`config.mk`:
```
export PLATFORM = sky130hd
export DESIGN_NAME = sprite_motion
export DESIGN_NICKNAME = d
export VERILOG_FILES = /design/src/rtl/sprite_motion_pkg.sv /design/src/rtl/sprite_motion_edge_sync.sv /design/src/rtl/sprite_motion.sv
export SDC_FILE = /design/constraint.sdc
export NUM_CORES = 1
export LEC_CHECK = 0
export CORE_ASPECT_RATIO = 0.5
export CORE_MARGIN = 2
export CORE_UTILIZATION = 55
export CTS_CLUSTER_DIAMETER = 200
export CTS_CLUSTER_SIZE = 16
export DETAILED_ROUTE_END_ITERATION = 16
export PLACE_DENSITY = 0.83
export SYNTH_ARGS = -nofsm -noshare
export SYNTH_HDL_FRONTEND = slang
export SYNTH_SLANG_ARGS = --single-unit
```
`constraint.sdc`:
```
create_clock -name CLK_100MHz -period 2.95 [get_ports CLK_100MHz]
set_input_delay 0.4425 -clock CLK_100MHz [delete_from_list [all_inputs] [get_ports CLK_100MHz]]
set_output_delay 0.4425 -clock CLK_100MHz [all_outputs]
set_load 0.1 [all_outputs]
```
`src/rtl/sprite_motion_pkg.sv`:
```
// rtl/sprite_motion_pkg.sv - shared types and constants for the sprite motion block
//
// Purpose: FSM state encoding, direction constants and default screen size
//          used by sprite_motion and its helpers.
// Ports:   none (package)
package sprite_motion_pkg;

  typedef enum logic [1:0] {
    IDLE   = 2'd0,
    RUN    = 2'd1,
    PAUSED = 2'd2
  } state_t;

  localparam logic DIR_POS = 1'b1;
  localparam logic DIR_NEG = 1'b0;

  localparam int DEF_SCREEN_W = 640;
  localparam int DEF_SCREEN_H = 480;

endpackage

```
`src/rtl/sprite_motion_edge_sync.sv`:
```
// rtl/sprite_motion_edge_sync.sv - two-flop synchronizer with rising-edge pulse
//
// Purpose: brings an asynchronous level into the clk domain and emits a
//          single-cycle pulse per rising edge. A held high level never
//          produces a second pulse. Reusable for button inputs.
// Ports:
//   clk    in  1  sampling clock
//   rst_n  in  1  asynchronous, active-low reset
//   din    in  1  asynchronous level input
//   pulse  out 1  one-cycle pulse on each synchronized rising edge
module edge_sync_pulse (
  input  logic clk,
  input  logic rst_n,
  input  logic din,
  output logic pulse
);

  logic sync1;
  logic sync2;
  logic sync2_d;

  always_ff @(posedge clk or negedge rst_n) begin
    if (!rst_n) begin
      sync1   <= 1'b0;
      sync2   <= 1'b0;
      sync2_d <= 1'b0;
    end else begin
      sync1   <= din;
      sync2   <= sync1;
      sync2_d <= sync2;
    end
  end

  assign pulse = sync2 & ~sync2_d;

endmodule

```
`src/rtl/sprite_motion.sv`:
```
// rtl/sprite_motion.sv - bouncing sprite position generator
//
// Purpose: advances one sprite by STEP pixels per axis on every accepted
//          update tick, clamping and reversing at the screen edges.
// Ports:
//   CLK_100MHz  in  1   system clock
//   RST_n       in  1   asynchronous, active-low reset
//   update_in   in  1   slow update strobe, synchronized internally
//   enable      in  1   1 = motion allowed
//   recenter    in  1   pulse; return to (X0,Y0), direction (1,1), IDLE
//   pos_x       out XW  sprite left-edge x
//   pos_y       out YW  sprite top-edge y
//   dir_x       out 1   1 = moving right
//   dir_y       out 1   1 = moving down
//   moved       out 1   pulse; position updated this cycle
//   bounce_x    out 1   pulse; x wall hit on this update
//   bounce_y    out 1   pulse; y wall hit on this update
module sprite_motion
  import sprite_motion_pkg::*;
#(
  parameter int SCREEN_W = DEF_SCREEN_W,
  parameter int SCREEN_H = DEF_SCREEN_H,
  parameter int SPR_W    = 32,
  parameter int SPR_H    = 32,
  parameter int STEP     = 2,
  parameter int X0       = 304,
  parameter int Y0       = 224,
  parameter int XW       = 10,
  parameter int YW       = 10
) (
  input  logic          CLK_100MHz,
  input  logic          RST_n,
  input  logic          update_in,
  input  logic          enable,
  input  logic          recenter,
  output logic [XW-1:0] pos_x,
  output logic [YW-1:0] pos_y,
  output logic          dir_x,
  output logic          dir_y,
  output logic          moved,
  output logic          bounce_x,
  output logic          bounce_y
);

  // One guard bit so pos + STEP cannot wrap before the wall compare.
  localparam logic [XW:0]   MAX_X_E  = (XW+1)'(SCREEN_W - SPR_W);
  localparam logic [YW:0]   MAX_Y_E  = (YW+1)'(SCREEN_H - SPR_H);
  localparam logic [XW:0]   STEP_X_E = (XW+1)'(STEP);
  localparam logic [YW:0]   STEP_Y_E = (YW+1)'(STEP);
  localparam logic [XW-1:0] MAX_X    = XW'(SCREEN_W - SPR_W);
  localparam logic [YW-1:0] MAX_Y    = YW'(SCREEN_H - SPR_H);
  localparam logic [XW-1:0] STEP_X   = XW'(STEP);
  localparam logic [YW-1:0] STEP_Y   = YW'(STEP);
  localparam logic [XW-1:0] X0_V     = XW'(X0);
  localparam logic [YW-1:0] Y0_V     = YW'(Y0);

  state_t state;
  state_t state_nxt;
  logic   tick;
  logic   accept;

  logic [XW:0]   x_ext;
  logic [XW:0]   x_plus;
  logic [YW:0]   y_ext;
  logic [YW:0]   y_plus;
  logic [XW-1:0] step_x;
  logic [YW-1:0] step_y;
  logic          step_dx;
  logic          step_dy;
  logic          step_bx;
  logic          step_by;

  logic [XW-1:0] pos_x_nxt;
  logic [YW-1:0] pos_y_nxt;
  logic          dir_x_nxt;
  logic          dir_y_nxt;
  logic          moved_nxt;
  logic          bounce_x_nxt;
  logic          bounce_y_nxt;

  edge_sync_pulse u_update_sync (
    .clk   (CLK_100MHz),
    .rst_n (RST_n),
    .din   (update_in),
    .pulse (tick)
  );

  // X axis step/clamp
  always_comb begin
    x_ext   = {1'b0, pos_x};
    x_plus  = x_ext + STEP_X_E;
    step_x  = pos_x;
    step_dx = dir_x;
    step_bx = 1'b0;
    if (dir_x == DIR_POS) begin
      if (x_plus >= MAX_X_E) begin
        step_x  = MAX_X;
        step_dx = DIR_NEG;
        step_bx = 1'b1;
      end else begin
        step_x  = x_plus[XW-1:0];
      end
    end else begin
      if (x_ext <= STEP_X_E) begin
        step_x  = '0;
        step_dx = DIR_POS;
        step_bx = 1'b1;
      end else begin
        step_x  = pos_x - STEP_X;
      end
    end
  end

  // Y axis step/clamp
  always_comb begin
    y_ext   = {1'b0, pos_y};
    y_plus  = y_ext + STEP_Y_E;
    step_y  = pos_y;
    step_dy = dir_y;
    step_by = 1'b0;
    if (dir_y == DIR_POS) begin
      if (y_plus >= MAX_Y_E) begin
        step_y  = MAX_Y;
        step_dy = DIR_NEG;
        step_by = 1'b1;
      end else begin
        step_y  = y_plus[YW-1:0];
      end
    end else begin
      if (y_ext <= STEP_Y_E) begin
        step_y  = '0;
        step_dy = DIR_POS;
        step_by = 1'b1;
      end else begin
        step_y  = pos_y - STEP_Y;
      end
    end
  end

  // Next-state and next-output logic. recenter wins over everything,
  // and a tick only moves the sprite while RUN with enable still high.
  always_comb begin
    state_nxt    = state;
    accept       = 1'b0;
    pos_x_nxt    = pos_x;
    pos_y_nxt    = pos_y;
    dir_x_nxt    = dir_x;
    dir_y_nxt    = dir_y;
    moved_nxt    = 1'b0;
    bounce_x_nxt = 1'b0;
    bounce_y_nxt = 1'b0;

    if (recenter) begin
      state_nxt = IDLE;
    end else begin
      case (state)
        IDLE:    if (enable) state_nxt = RUN;
        RUN: begin
          if (!enable) state_nxt = PAUSED;
          else if (tick) accept = 1'b1;
        end
        PAUSED:  if (enable) state_nxt = RUN;
        default: state_nxt = IDLE;
      endcase
    end

    if (recenter) begin
      pos_x_nxt = X0_V;
      pos_y_nxt = Y0_V;
      dir_x_nxt = DIR_POS;
      dir_y_nxt = DIR_POS;
    end else if (accept) begin
      pos_x_nxt    = step_x;
      pos_y_nxt    = step_y;
      dir_x_nxt    = step_dx;
      dir_y_nxt    = step_dy;
      moved_nxt    = 1'b1;
      bounce_x_nxt = step_bx;
      bounce_y_nxt = step_by;
    end
  end

  always_ff @(posedge CLK_100MHz or negedge RST_n) begin
    if (!RST_n) begin
      state    <= IDLE;
      pos_x    <= X0_V;
      pos_y    <= Y0_V;
      dir_x    <= DIR_POS;
      dir_y    <= DIR_POS;
      moved    <= 1'b0;
      bounce_x <= 1'b0;
      bounce_y <= 1'b0;
    end else begin
      state    <= state_nxt;
      pos_x    <= pos_x_nxt;
      pos_y    <= pos_y_nxt;
      dir_x    <= dir_x_nxt;
      dir_y    <= dir_y_nxt;
      moved    <= moved_nxt;
      bounce_x <= bounce_x_nxt;
      bounce_y <= bounce_y_nxt;
    end
  end

endmodule

```
==> results of run 1 <==
## metal layers
layer | global-route usage | up-vias | share of wire
li1 | - | 988 | -
met1 | 0.358 | 977 | 0.46
met2 | 0.415 | 104 | 0.46
met3 | 0.0386 | 8 | 0.072
met4 | 0.0716 | 0 | 0.013
met5 | 0 | - | 0
## layout by cell type (no fill, tap or decap), types with 3 or more instances in the layout
cell / Yosys / routed
a21oi_1: 18 / 18
xor2_1: 4 / 4
o21ai_0: 20 / 20
nand2_1: 22 / 22
clkbuf_8: 0 / 3
inv_1: 9 / 9
dfrtp_1: 20 / 20
nor3_1: 17 / 17
ha_1: 6 / 6
nor2_1: 18 / 18
nor2b_1: 3 / 3
and4_1: 3 / 3
a31oi_1: 5 / 5
o32ai_1: 3 / 3
and3_1: 3 / 3
a22oi_1: 5 / 5
mux2_2: 3 / 3
clkdlybuf4s50_1: 0 / 4
nand2b_1: 5 / 5
buf_4: 2 / 27
o211ai_1: 3 / 3
nor4_1: 3 / 3
dfstp_2: 8 / 8
xnor2_1: 6 / 6
nand3_1: 9 / 9
nand4_1: 8 / 8
## kinds of logic after synthesis
kind of cell / after synthesis
and+or+nand+nor: 104
AOI/OAI and AO/OA: 76
buffers and inverters: 33
DFF: 28
xor gates and xnor gates: 10
adders and majority gates: 6
muxes: 5
other: 1
## worst reg2reg max path: stages, from the launching register on
cell and delay [ns]:
dfrtp_1 0.54, ha_1 0.28, and4_1 0.28, nand4_1 0.16
mux2i_1 0.17, a211oi_2 0.47, o21ai_0 0.17, a22o_1 0.22
## cell type report
cell class	count	area, um^2
well taps	54	67.6
clock buffers	4	45.0
repair buffers	31	243
multi-input cells	203	1300
inverters	10	37.5
fillers	324	1420
flip-flops and latches	28	711
## final timing paths
path,start,endpoint,slack [ns],cells after the start
max in group asynchronous,RST_n,pos_x[8],2.10,2
min in group asynchronous,RST_n,u_update_sync.sync1,0.53,2
setup reg to reg,pos_y[1],pos_y[2],0.54,7
setup / recovery,pos_y[1],pos_y[2],0.54,7
hold reg to reg,u_update_sync.sync1,u_update_sync.sync2,0.37,0
hold / removal,u_update_sync.sync1,u_update_sync.sync2,0.37,0
## power groups by stage
stage	sequential [mW]	combinational (mW)	clock, mW
after detailed placement	0.403	0.0686	0
final	0.396	0.0684	0.221
after global placement	0.402	0.0675	0
after floorplan	0.412	0.0367	0
after global routing	0.397	0.0739	0.244
after CTS	0.396	0.0687	0.228
==> metrics.sh, run 1 <==
RESULT_OF_THE_RUN='complete, no violations'
ASYNC_RESET_FF_FRAC=1.00
WORST_SLEW_PIN_SLEW_NS=0.615
GP_ROUTABILITY_CONGESTION=0.963
CORE_REGION_AREA_MM2=0.00382
FINAL_CELL_AREA_MM2=0.00240
UTILIZATION=0.628
DIE_W_UM=92.5
GRT_SETUP_UNREPAIRED='false'
PLACE.PORT_BUFFERS=27
DESIGN.PORTCOUNT=30
POST_SYNTH_MUX_AREA_SHARE=0.0250
POST-ROUTE-MIN-PERIOD_NS=2.41
POST_CTS_RESIZE_COUNT=0
CP.BUFFERS_INVERTERS=0
DP.FINAL_HPWL_UM=3840
CLOCK-SINKS=28
CLOCK.FMAX_MHz=415
START_KIND='flip-flop'
SYNTH_MOST_COMMON_CELL='nand2_1'
MAX_CAP_VIOL_COUNT=0
POWER.TOTAL_mW=0.685
SYNTHESIS.AREA_MM2=0.00216
GRT_REMAINING_OVERFLOW=0
GRT_FIRST_PASS_WIRELENGTH_UM=8710
MAX_VDD_DROP_mV=0.181
POSTCTSSETUPREPAIRBUFS=0
POST-SYNTH-TOP-AREA-CELL='dfrtp_1'
PLACE_WORST_SETUP_SLACK_NS=0.591
DOMINANT_COMBINATIONAL_CELL_FAMILY_BY_AREA_AFTER_SYNTHESIS='simple AND/OR/NAND/NOR gates'
FINAL.SETUP.WORST_SLACK_NS=0.543
POST_DRT_WL_PER_CELL_UM=16.5
POST-ROUTE-DRC-COUNT=0
CTS_MAX_LEVEL=1
POWER.SEQUENTIAL.FRACTION=0.578
CP_CAPTURE_TYPE='flip-flop'
SYNTHTOPCELLSBYAREA='dfrtp_1 23%, dfstp_2 9.8%, o21ai_0 4.6%'
CRITPATHSLOWESTCELL='dfrtp_1'
SYNTH_COMPOUND_GATE_AREA_SHARE=0.233
FIN_SETUP_TNS_NS=0
TOTAL_CLOCK_BUFFERS_CREATED_BY_CTS=3
CLK_PIN_SLEW_NS=0.09
SYNTH_SIMPLE_GATE_AREA_FRAC=0.265
PATH_CELLS='ha_1 > and4_1 > nand4_1 > mux2i_1 > a211oi_2 > o21ai_0 > a22o_1'
POSTSYNTH.TOPFLOPCELL='dfrtp_1'
GLOBALROUTETOTALUTIL=0.252
ROUTED_VIA_DENSITY=6.29
INITIAL_UTILIZATION=0.564
FULL_DIE_AREA_MM2=0.00447
DIE_H_UM=48.3
SHARE_OF_FINAL_LAYOUT_STANDARD_CELLS_STRONGER_THAN_DRIVE_STRENGTH_1=0.178
AVGSYNTHCELLAREA_UM2=8.20
CRITICAL_PATH_CLASS='flip-flop to flip-flop'
SEQ_AREA_FRAC_SYNTH=0.330
ANTENNA_FOUND_INITIAL=0
SYNTH_ENABLE_FLOP_CELLS=0
CLKLATENCYLATEPIN_NS=0.28
DRT_WL_TOTAL_UM=5430
LAYOUT.CELLS.NON_FILLER=330
INITIALDRTVIOLATIONCOUNT=158
HOLD_PATH.CLASS='flip-flop to flip-flop'
POSTSYNTHREGISTERBITS=28
SYNTH_LARGEST_TYPE_AREA_FRACTION=0.232
CTSHOLDBUFFERS=0
NET_COUNT_REPORTED_AT_FINISH=288
MAX-SLEW-MARGIN-REL=0.585
CRIT_PATH_MAX_INCR_DELAY_NS=0.54
ANT_NETS=0
FINAL.SETUP_SKEW_NS=0.00209
ROW_COUNT=16
CTS_TREE='done'
POWER_DENSITY_mW_PER_MM2=285
POWER_FRAC_CLOCK=0.323
PLACED_CELL_AREA_MM2=0.00236
SYNTH-XOR-AREA-SHARE=0.0406
CTS.PATH.MAX_BUFFERS=2
DRT_PASS1_ITERATIONS=4
VIA_COUNT=2077
FINAL_MIN_PERIOD_OVER_CLOCK_PERIOD=0.816
FINALSETUPVIOLATIONS=0
VIAS_IN_THE_FIRST_GLOBAL_ROUTE=1729
HOLD-WORST-SLACK_NS=0.373
POST_SYNTH_FA_HA_MAJ_AREA_FRACTION=0.0348
CRITICAL_PATH_ARRIVAL_NS=2.59
GRT_START_MAX_NET_PINS=29
REG_TOP3='pos_x x9, pos_y x9, state x2'
CLOCK_TREE.ROOT_CELL='clkbuf_8'
SYNTH_CELLS=263
WORST-PATH-MAX-FANOUT=11
P_INT_mW=0.505
YOSYS_WARNINGS=0
REPORT.FINAL.HOLD_VIOL_COUNT=0
DP_CELLS=326
SYNTH_CELL_COUNT_LEADERS='22 x nand2_1, 20 x dfrtp_1, 20 x o21ai_0'
SWITCHING_POWER_mW=0.180
PWR-SHARE-COMB=0.100
PATH_DELAY_FAMILY='compound AO/OA/AOI/OAI gates'
TOTAL_LEAKAGE_POWER_nW=0.921
CP.REQUIRED_NS=3.13
YS_TYPES=59
FLOW.AREA_GROWTH_FROM_SYNTHESIS_PCT=11.4
SLEW_VIOLATIONS=0
DIODES=0
POWER_SWITCHING_SHARE=0.263
No activity file was read; power rests on OpenSTA's default activity.
==> inputs of run 2 (changes only) <==
--- a/config.mk
+++ b/config.mk
@@ -7,11 +7,11 @@
 export LEC_CHECK = 0
 export CORE_ASPECT_RATIO = 0.5
 export CORE_MARGIN = 2
-export CORE_UTILIZATION = 55
+export CORE_UTILIZATION = 50
 export CTS_CLUSTER_DIAMETER = 200
 export CTS_CLUSTER_SIZE = 16
 export DETAILED_ROUTE_END_ITERATION = 16
-export PLACE_DENSITY = 0.83
+export PLACE_DENSITY = 0.8
 export SYNTH_ARGS = -nofsm -noshare
 export SYNTH_HDL_FRONTEND = slang
 export SYNTH_SLANG_ARGS = --single-unit
==> constraint.sdc (replaced) <==
create_clock -name CLK_100MHz -period 2.2 [get_ports CLK_100MHz]
set_input_delay 0.33 -clock CLK_100MHz [delete_from_list [all_inputs] [get_ports CLK_100MHz]]
set_output_delay 0.33 -clock CLK_100MHz [all_outputs]
set_load 0.1 [all_outputs]
==> run 2 against run 1 <==
Net effect: cell count up 7.0%; largest cell class unchanged; sequential power grew 34%; combinational power is 41% higher; wire length rose by 14%; sequential share of layout area fell by 1.5 points; clock skew rose by 0.0090 ns; critical path type unchanged; global-route usage down 1.4 points.
==> metrics.sh, run 2 (synthesis gave the netlist of run 1 again) <==
FLOW.AREA_GROWTH_FROM_SYNTHESIS_PCT=25.7
MOST_FREQUENT_CELL_ON_THE_CRITICAL_PATH='buf_4'
DESIGN.PORTCOUNT=30  # unchanged
TOP_LAYER='met4'
SHARE_OF_FINAL_LAYOUT_STANDARD_CELLS_STRONGER_THAN_DRIVE_STRENGTH_1=0.308  # +0.130
REPORT.FINAL.HOLD_VIOL_COUNT=0  # unchanged
POWER_DENSITY_mW_PER_MM2=388  # +36%
DIE_H_UM=50.4  # +4.5%
PLACED_CELL_AREA_MM2=0.00253  # +7.2%
FIN_SETUP_TNS_NS=0  # unchanged
PATH_CELLS='buf_4 > nand3_1 > nor4b_1 > a31oi_2 > o21ai_4 > buf_4 > a22oi_1 > o21ai_0'
CP.REQUIRED_NS=2.41  # -0.72 ns
CRITPATHSLOWESTCELL='dfstp_4'
CORE_REGION_AREA_MM2=0.00402  # +5.2%
DRT_PASS1_ITERATIONS=5  # +1
DP.FINAL_HPWL_UM=3950  # +2.9%
FINAL_CELL_AREA_MM2=0.00271  # +13%
NET_COUNT_REPORTED_AT_FINISH=311  # +8.0%
POST_DRT_WL_PER_CELL_UM=17.6  # +6.8%
FINAL.SETUP_SKEW_NS=0.0111  # +0.00903 ns
CLOCK_TREE.ROOT_CELL='clkbuf_8'
CTSHOLDBUFFERS=0  # unchanged
CTS_TREE='done'
R2R_SETUP_SLACK_NS=0.03  # -0.51 ns
CRITICAL_PATH.REG2REG.ENDPOINT='pos_x[8]'
CLOCK.FMAX_MHz=461  # +11%
COMMONEST_NON_FILL_NON_TAP_CELL_IN_THE_LAYOUT='buf_4'
RESULT_OF_THE_RUN='complete, no violations'
WORST-PATH-MAX-FANOUT=10  # -1
ROUTED_VIA_DENSITY=6.36  # +1.0%
FULL_DIE_AREA_MM2=0.00488  # +9.4%
TOTAL_CLOCK_BUFFERS_CREATED_BY_CTS=3  # unchanged
CP_CAPTURE_TYPE='flip-flop'
CP.BUFFERS_INVERTERS=2  # +2
MET2WIRELENGTH_UM=2970  # +19%
VIAS_IN_THE_FIRST_GLOBAL_ROUTE=1977  # +14%
SLEW_VIOLATIONS=0  # unchanged
ROUTE.LAYER.MET1.WL_UM=2650  # +6.8%
VIA_COUNT=2244  # +8.0%
POST-ROUTE-DRC-COUNT=0  # unchanged
ANTENNA_FOUND_INITIAL=0  # unchanged
START_KIND='flip-flop'
CRITICAL_PATH_ARRIVAL_NS=2.38  # -0.21 ns
WORST_SLEW_PIN_SLEW_NS=0.581  # -0.0338 ns
CLKLATENCYLATEPIN_NS=0.29  # about the same
DRT_WL_TOTAL_UM=6200  # +14%
POST-ROUTE-MIN-PERIOD_NS=2.17  # -0.238 ns
ROW_COUNT=16  # unchanged
LAYOUT_COMMON_CELLS='46 x buf_4, 22 x nand2_1, 18 x o21ai_0, 18 x a21oi_1, 18 x nor2_1'
ANT_NETS=0  # unchanged
CTS_MAX_LEVEL=1  # unchanged
PATH_DELAY_FAMILY='flip-flops'
CRIT_PATH_MAX_INCR_DELAY_NS=0.69  # +0.15 ns
GRT_SETUP_UNREPAIRED='true'
GLOBALROUTETOTALUTIL=0.238  # -0.0139
PLACE.PORT_BUFFERS=27  # unchanged
MAX-SLEW-MARGIN-REL=0.609  # +0.0241
GRT_REMAINING_OVERFLOW=0  # unchanged
GRT_START_MAX_NET_PINS=25  # -14%
CLOCK-SINKS=28  # unchanged
HOLD_PATH.CLASS='input port to asynchronous set/reset pin'
HOLD-WORST-SLACK_NS=0.276  # -0.0970 ns
CTS.PATH.MAX_BUFFERS=2  # unchanged
FINAL_MIN_PERIOD_OVER_CLOCK_PERIOD=0.986  # +0.170
INITIALDRTVIOLATIONCOUNT=160  # +1.3%
RR_WORST_DEPTH=8  # +1
MAX_CAP_VIOL_COUNT=0  # unchanged
INITIAL_UTILIZATION=0.536  # -0.0281
GP_ROUTABILITY_CONGESTION=0.932  # -3.2%
R2R-START='pos_x[4]'
PLACE_WORST_SETUP_SLACK_NS=0.0760  # -0.515 ns
REG_TOP3='pos_x x9, pos_y x9, state x2'
CLK_PIN_SLEW_NS=0.11  # +0.02 ns
DIE_W_UM=96.9  # +4.7%
MET3WIRELENGTH_UM=469  # +20%
FINALSETUPVIOLATIONS=0  # unchanged
FINAL.SETUP.WORST_SLACK_NS=0.0311  # -0.512 ns
MAX_VDD_DROP_mV=0.208  # +15%
TOTAL_LEAKAGE_POWER_nW=1.03  # +12%
GRT_FIRST_PASS_WIRELENGTH_UM=9580  # +10%
CRITICAL_PATH_CLASS='flip-flop to flip-flop'
DIODES=0  # unchanged
[run 2: area by class of cell]
type	instances	area [um^2]
Clock buffer	3	41.3
Tap cell	54	67.6
Sequential cell	28	762
Timing Repair Buffer	54	435
Fill cell	323	1310
Inverter	10	37.5
Multi-Input combinational cell	203	1340
Clock inverter	1	30.0
[run 2: where the power goes]
part | internal [mW] | leakage [nW] | switching (mW) | total [mW]
sequential | 0.522 | 0.334 | 0.00767 | 0.530
clock | 0.244 | 0.0357 | 0.181 | 0.425
combinational | 0.0267 | 0.660 | 0.0697 | 0.0965
total | 0.793 | 1.03 | 0.259 | 1.05
[run 2: what timing repair did]
| action | 4_1_cts | 5_1_grt |
|---|---|---|
| setup endpoints to repair | 0 | 10 |
| resized for setup | 0 | 8 |
| setup buffers | 0 | 11 |
[run 2: worst max-delay path by stage]
| stage | startpoint | to | slack, ns | depth (start not counted) |
|---|---|---|---|---|
| 2_1_floorplan | pos_y[2] | pos_y[9] | -0.07 | 8 |
| 3_3_place_gp | pos_x[4] | pos_x[2] | 0.09 | 6 |
| 3_5_place_dp | pos_y[2] | pos_y[1] | 0.08 | 8 |
| 4_1_cts | pos_x[4] | pos_x[8] | 0.04 | 6 |
| 5_1_grt | pos_x[4] | pos_x[8] | -0.07 | 8 |
| 6_report | pos_x[4] | pos_x[8] | 0.03 | 8 |
[run 2: routing by layer]
| metal | GRT usage | vias up |
|---|---|---|
| met4 | 0.0563 | 0 |
| met2 | 0.390 | 116 |
| li1 | - | 1029 |
| met5 | 0 | - |
| met1 | 0.337 | 1081 |
| met3 | 0.0362 | 18 |
[run 2: through the flow]
stage,total power [mW],std cells,utilization
2_1_floorplan,0.602,264,-
3_3_place_gp,0.633,338,0.628
3_5_place_dp,0.635,338,0.628
4_1_cts,1.05,342,0.646
5_1_grt,1.08,353,0.674
6_report,1.05,353,0.674
==> patch, RTL diff (settings of run 1) <==
Change the parameter `YW` from 10 to 12.
--- a/src/rtl/sprite_motion.sv
+++ b/src/rtl/sprite_motion.sv
@@ -26,7 +26,7 @@
   parameter int X0       = 304,
   parameter int Y0       = 224,
   parameter int XW       = 10,
-  parameter int YW       = 10
+  parameter int YW       = 12
 ) (
   input  logic          CLK_100MHz,
   input  logic          RST_n,
Ports: changed (resized pos_y); port bits go from 30 to 32. No check against the original RTL was run, so the function may have changed too.
==> patch against run 1 <==
- worst setup slack got worse by 28 ps
- sequential cell count is 2 higher
- hold slack improved by 13 ps
- power up 24%
- fmax shrank 1.1%
- design area up 7.3%
- die area rose by 6.2%
- cell count rose by 6.1%
- area after synthesis increased by 6.7%
- synthesized cell count grew 5.3%
- combinational power grew 37%
- wire length rose by 6.4%
- critical endpoint is now pos_x[6]$_DFFE_PN0P_
- largest power group unchanged
==> patch: results (changes against run 1) <==
status=finished clean; Total Routing Usage GR=25.86% (+0.64 points); PortBufs=29 (+7.4%); # placed instances=343 (+5.2%); slowest stage delay, CP=490 ps (-50 ps); final net count=307 (+6.6%); Clock Skews=4.572 ps (+2.479 ps); layout cells sized above 1=19.93% (+2.2 points); Int Pwr=0.0006038 W (+20%); HPWL after DPL=3.968 mm (+3.3%); Vias/cell=6.286 (-0.13%); mean post-synth cell area=8.302 sq um (+1.3%); Post-synth top cells=23 x o21ai_0, 22 x dfrtp_1, 20 x nor2_1; Crit Path Max Fanout=10 (-1); DR iter-0 viols=126 (-20%); Area after DPL=0.002499 sq mm (+6.0%); P_leak=1.076 nW (+17%); pre-CTS setup slack=551.2 ps (-40.04 ps); Clock transition at path regs=70 ps (-20 ps); largest registers=pos_y (11), pos_x (9), state (2); first-pass GRT wire length=9.342 mm (+7.2%); sequential cell area fraction in the yosys report=33.08% (+0.11 points); largest cells by area after synthesis=dfrtp_1 24%, dfstp_2 9.1%, o21ai_0 5.0%, nor3_1 3.5%, ha_1 3.3%; worst path arrival time=2620 ps (+30 ps); Synth cell types=60 (+1.7%); WL per Instance=16.50 um (+0.29%)
[patch: worst paths after layout]
kind / endpoint / slack (ps) / depth (start not counted)
min in group asynchronous: pos_y[11]$_DFFE_PN0P_ / 530 / 2
setup reg to reg: pos_x[6]$_DFFE_PN0P_ / 520 / 7
hold / removal: u_update_sync.sync2$_DFF_PN0_ / 390 / 0
hold reg to reg: u_update_sync.sync2$_DFF_PN0_ / 390 / 0
setup / recovery: pos_x[6]$_DFFE_PN0P_ / 520 / 7
max in group asynchronous: dir_x$_DFFE_PN1P_ / 2090 / 2
[patch: logic make-up after synthesis]
kind of cell             share of synthesized area (%)
AND/OR/NAND/NOR                                  26.50
AO/OA/AOI/OAI                                    23.72
buffers and inverters                            8.270
flip-flops                                       33.08
XOR/XNOR                                         3.047
adder cells (fa/ha/maj)                          3.264
multiplexers                                     1.959
other                                           0.1631
[patch: power groups by stage]
stage / sequential [W] / clock [W] / combinational (W)
detailed placement: 0.000439 / 0 / 0.0000939
finish: 0.000433 / 0.000321 / 0.0000937
CTS: 0.000432 / 0.000325 / 0.0000940
floorplan: 0.000459 / 0 / 0.0000433
global placement: 0.000438 / 0 / 0.0000929
global route: 0.000433 / 0.000340 / 0.000101
[patch: layer usage]
metal,global-route usage (%),share of wire (%),vias up
met1,35.96,44,1033
met3,4.740,7.9,14
met2,39.32,46,106
met5,0,0,-
met4,11.90,2.0,0
li1,-,-,1047
[patch: cell type report]
| class | instances | area share [%] |
|---|---|---|
| Multi-Input combinational cell | 212 | 52.48 |
| Sequential cell | 30 | 29.51 |
| Timing Repair Buffer | 35 | 10.58 |
| Clock buffer | 5 | 2.670 |
| Tap cell | 54 | 2.621 |
| Inverter | 12 | 1.748 |
| Clock inverter | 2 | 0.3883 |
